### config.mk
export PLATFORM = sky130hd
export DESIGN_NAME = stall_control
export DESIGN_NICKNAME = d
export VERILOG_FILES = /design/src/rtl/stall_control.sv
export SDC_FILE = /design/constraint.sdc
export NUM_CORES = 1
export LEC_CHECK = 0
export BUFFER_PORTS_ARGS = -buffer_cell sky130_fd_sc_hd__buf_2
export CORE_AREA = 2 2 39 41
export DETAILED_ROUTE_END_ITERATION = 16
export DIE_AREA = 0 0 41 43
export PLACE_DENSITY = 0.4
export SLEW_MARGIN = 20
export SYNTH_ARGS = -nofsm -noshare
export SYNTH_HDL_FRONTEND = slang
export SYNTH_SLANG_ARGS = --single-unit
### constraint.sdc
create_clock -name clk -period 1.4 [get_ports clk]
set_clock_uncertainty 0.2 [all_clocks]
set_input_delay 0 -clock clk [delete_from_list [all_inputs] [get_ports clk]]
set_output_delay 0 -clock clk [all_outputs]
set_load 0.02 [all_outputs]
### src/rtl/stall_control.sv
// Pipeline stall generator: one-cycle load stall, two-cycle jump stall, halt freeze.
// Optional STALL_CONTROL_HALT_LATCH_EN makes a halt sticky until reset.
module stall_control #(
  parameter logic [5:0] OP_LD  = 6'b010100,
  parameter logic [5:0] OP_JMP = 6'b011110,
  parameter logic [5:0] OP_HLT = 6'b010001
) (
  input  logic       clk,
  input  logic       reset,
  input  logic [5:0] op,
  output logic       stall,
  output logic       stall_pm
);

  logic       ld_q;
  logic [1:0] jc_q;
  logic       halt_q;

  logic is_ld;
  logic is_jmp;
  logic is_hlt;
  logic ld_stall;
  logic jmp_stall;
  logic hlt_stall;

  assign is_ld  = (op == OP_LD);
  assign is_jmp = (op == OP_JMP);
  assign is_hlt = (op == OP_HLT);

  always_comb begin
    ld_stall  = is_ld & ~ld_q;
    jmp_stall = is_jmp & (jc_q != 2'd2);
    hlt_stall = is_hlt | halt_q;
    stall     = ld_stall | jmp_stall | hlt_stall;
  end

  // Any non-stalling cycle drops the counters, so a changed opcode restarts cleanly.
  always_ff @(posedge clk or posedge reset) begin
    if (reset) begin
      ld_q     <= 1'b0;
      jc_q     <= 2'd0;
      stall_pm <= 1'b0;
    end else begin
      ld_q     <= ld_stall;
      jc_q     <= jmp_stall ? jc_q + 2'd1 : 2'd0;
      stall_pm <= stall;
    end
  end

`ifdef STALL_CONTROL_HALT_LATCH_EN
  always_ff @(posedge clk or posedge reset) begin
    if (reset) begin
      halt_q <= 1'b0;
    end else if (is_hlt) begin
      halt_q <= 1'b1;
    end
  end
`else
  assign halt_q = 1'b0;
`endif

endmodule

Word level (Yosys, flattened, before mapping) --
Cells that the tools add are included.
Cells by class: shift-type cells 0, $lt $le $gt $ge 0, multiplexer cells 1, bitwise logic cells 5, multipliers 0, eq/ne operators 4, reductions and logical operators 0, add/sub/neg operators 1, divide/modulo/power cells 0
Operators with widths (number):
- == test 6 x 5 -> 1 bit, second input constant | 3
- adder 2 x 1 -> 2 bit, second input constant | 1
- bitwise AND 1 bit | 2
- two-way mux 2 bit | 1
- != test 2 bit, second input constant | 1
- bitwise OR 1 bit | 2
- NOT 1 bit | 1
Storage, ports and cells: register bits after elaboration 4, RAM bits 0, output and inout bits 2, latch bits 0, input port bits 8, logic and storage cells 14, memory bits (read-only) 0, memories kept 0

Depth between registers and ports, before layout --
depth after elaboration 4, mapped depth 4, mapped depth without buffers 4

Worst setup path before layout --
Ideal clock, no wire load.
path kind reg-to-reg, start point register jc_q[0], end point register stall_pm, data arrival time 0.896 ns, buffers on the path 0, clock period less this slack 1.218 ns, data required time 1.078 ns, library setup time 0.122 ns, path slack 0.182 ns, cell stages (with the launch flop) 5, cell sequence dfrtp_1 inv_1 ha_1 nand4b_1 o21ai_2
On the way: word-level cells in the longest chain between the ends 4
Ends and longest elaborated chain:
- from (decl) | line 16 | logic [1:0] jc_q;
- from (signal assigned) | line 45 | jc_q <= jmp_stall ? jc_q + 2'd1 : 2'd0;
- != test 2 bit | line 32 | jmp_stall = is_jmp & (jc_q != 2'd2);
- bitwise AND 1 bit | line 32
- bitwise OR 1 bit (2 in series) | line 34 | stall = ld_stall | jmp_stall | hlt_stall;
- via stall | line 11 | output logic stall,
- to (signal assigned) | line 46 | stall_pm <= stall;
- to (decl) | line 12 | output logic stall_pm
The timed path passes the listed nets, and every way through them passes these cells.

Worst setup path after layout --
start point register jc_q[0], end point output port stall
On the way: word-level cells in the longest chain between the ends 4
Ends and longest elaborated chain (line):
- != test 2 bit | 32
- bitwise AND 1 bit | 32
- bitwise OR 1 bit (2 in series) | 34
- to (decl) | 11
No other way between the ends.

==> key figures <==
CTS
  • Clk buf depth: 2
  • H-tree depth: 1
  • CTS sink count: 4
  • Clk_lat worst skew: 0.23 ns
  • Clock transition at the registers of the reported paths: roughly 0.040 ns
  • Num CTS Buffers: 3
  • Root Buffer: clkbuf_4
  • Number of hold buffers added after cts: 2
  • CTS tree: built

Finish
  • Final net count: 44
  • Final Util: 0.237
  • ANT cells: 0
  • Final Instance Area: 328 um^2
  • Final cell count without fillers: just under 50
  • P&R area growth vs syn: 71.2%
  • Fill count: approximately 160
  • Share of cells above drive strength 1: 0.545

Drt
  • DRC: 0
  • Post-route ant nets: 0
  • Via/cell ratio: ~3.8
  • WL final: ~400 um
  • Via count: 185
  • Drt wl/cell: about 8 um
  • First-pass iteration count of the detailed router: 2
  • DRT iter0 DRCs: 2

Power and ir drop
  • Comb power frac: 0.117
  • Clk pwr share: 0.479
  • Int Power: around 0.00023 W
  • Total chip power: 0.000292 W
  • NetSw: 0.0000590 W
  • Sw Ratio: 0.202
  • Worst VDD drop: 0.395 mV
  • Leakage: 0.166 nW
  • Power per Cell Area: 890 mW/mm^2
  • Reg power frac: 0.404

Timing
  • Maximum clock rate: 702 MHz
  • Fin. Hold Viols: 3
  • Min Tclk post-route: 1.42 ns
  • Least-Margin Pin Slew: 0.244 ns
  • Hold_ws: -0.132 ns
  • # setup viols final: 1
  • TNS Setup: -0.0236 ns
  • Unrepaired setup endpoints after global routing: true
  • Slew margin rel.: 0.835
  • Slew Viols, Final: 0
  • Period utilization: 1.02
  • Setup WS post-layout: -0.0236 ns

Worst setup path
  • FF-to-FF path depth: 5
  • Worst EP required: between 1 and 1.5 ns
  • Crit end category: output port
  • Crit path launch type: register
  • Peak fanout along the critical path: 2
  • Critical path type: reg2out
  • Arr. time, crit path: between 1 and 1.5 ns

Die
  • Core Box Area: about 0.0014 mm^2
  • Num rows: 14
  • Die area: between 0.0015 and 0.002 mm^2
  • Die span in y: around 43 um
  • Starting Density: 0.138
  • I/O Pins: 10
  • DIE WIDTH: 41 um

Place
  • IO Port Bufs: 9
  • Dpl cells: 42
  • Area post-placement: between 200 and 300 um^2
  • GP Congestion: slightly below 0.8

Min path
  • Worst Hold Class: in2reg
  • WHS Path Cells: 3

Synth
  • Unique masters post-synth: 11
  • Avg Cell Area, Syn: 11.3 um^2
  • Synth Register Bits: 4
  • Syn Std Cell Area: roughly 190 um^2
  • Syn Inst Count: 17
  • Yosys warnings: 0
  • Sequential area share after synthesis: 0.523
  • Synthesized net count: 26

Status
  • Status: finished, violations left
  • Failing checks: negative hold slack, negative setup slack

Global route
  • Largest net degree at the start of global routing: 5
  • Wire length of the first global-routing pass: 655 um
  • Number of global-route vias before repair: 195
  • Initial antenna violation count: 0
  • Global route overflow: 0
  • Total Routing Usage GR: 0.0595

Run
  • Max Cap Violations: 0
## power groups by stage
stage | combinational [W] | sequential (W) | clock (W)
2_1_floorplan | 0.0000113 | 0.000120 | 0
3_3_place_gp | 0.0000270 | 0.000119 | 0
3_5_place_dp | 0.0000269 | 0.000119 | 0
4_1_cts | 0.0000327 | 0.000118 | 0.000149
5_1_grt | 0.0000385 | 0.000118 | 0.000156
6_report | 0.0000343 | 0.000118 | 0.000140
## sequential cells by signal, summed over array words and instances (netlist names)
name / cells
ld_q: 1
jc_q: 2
stall_pm: 1
## routing by layer
layer / share of wire / vias to the layer above / wire, um / GRT usage
met5: 0 / - / 0 / 0
met4: 0 / 0 / 0 / 0.0400
met3: 0.045 / 0 / 18 / 0.0471
met2: 0.57 / 2 / 225 / 0.0875
met1: 0.38 / 92 / 152 / 0.0523
li1: - / 91 / - / -
## placed cells by master, fill, tap and decap left out
master	Yosys	final
buf_2	0	8
a21oi_1	1	1
clkbuf_4	0	3
or4b_4	1	1
dlygate4sd3_1	0	2
dfrtp_1	4	4
inv_1	3	3
nor3b_2	0	1
o21ai_2	1	1
nor2b_1	1	1
buf_4	0	2
buf_6	0	1
nor2_1	2	2
ha_2	0	1
nand4b_1	1	1
nor4bb_1	1	1
## critical path, stage by stage (launching register included)
cell,delay [ns]
dfrtp_1,0.34
inv_1,0.05
ha_2,0.15
nand4b_1,0.20
o21ai_2,0.12
buf_6,0.14
## final timing paths
kind,from,endpoint,slack [ns]
max,jc_q[0]$_DFF_PP0_,stall,-0.02
min,op[5],ld_q$_DFF_PP0_,-0.13
max reg2reg,jc_q[0]$_DFF_PP0_,jc_q[0]$_DFF_PP0_,0.14
min reg2reg,jc_q[0]$_DFF_PP0_,jc_q[0]$_DFF_PP0_,0.22
max in group asynchronous,reset,ld_q$_DFF_PP0_,0.31
min in group asynchronous,reset,stall_pm$_DFF_PP0_,0.54
## cells in the mapped netlist
cell type / n / area (um^2)
o21ai_2: 1 / 8.76
ha_1: 1 / 12.5
or4b_4: 1 / 13.8
nand4b_1: 1 / 8.76
dfrtp_1: 4 / 100
nor2_1: 2 / 7.51
nor2b_1: 1 / 6.26
nor3b_1: 1 / 7.51
a21oi_1: 1 / 5.00
inv_1: 3 / 11.3
nor4bb_1: 1 / 10.0
## what timing repair did
| item | CTS | global route |
|---|---|---|
| hold endpoints to repair | 8 | 3 |
| setup endpoints to repair | 1 | 1 |
| resized for setup | 3 | 1 |
| setup buffers | 1 | 1 |
| pin swaps | 1 | 0 |
## logic make-up after synthesis
family | after synthesis | synth area share
and+or+nand+nor | 7 | 0.281
adders and majority gates | 1 | 0.0653
AOI/OAI and AO/OA | 2 | 0.0719
DFF | 4 | 0.523
buffers and inverters | 3 | 0.0588
## metrics by stage
stage / hold slack [ns] / setup slack (ns)
finish: -0.132 / -0.0236
global placement: -0.311 / 0.155
floorplan: -0.434 / 0.182
CTS: -0.142 / -0.0283
detailed placement: -0.312 / 0.129
global route: -0.128 / -0.0632
## layout make-up
| class | count | area, um^2 | share of cell area |
|---|---|---|---|
| well taps | 16 | 20.0 | 0.0611 |
| inverters | 3 | 11.3 | 0.0344 |
| clock buffers | 3 | 22.5 | 0.0687 |
| flip-flops and latches | 4 | 100 | 0.305 |
| repair buffers | 13 | 86.3 | 0.263 |
| multi-input cells | 10 | 87.6 | 0.267 |
Note: power is estimated with default switching activity, not from simulation.
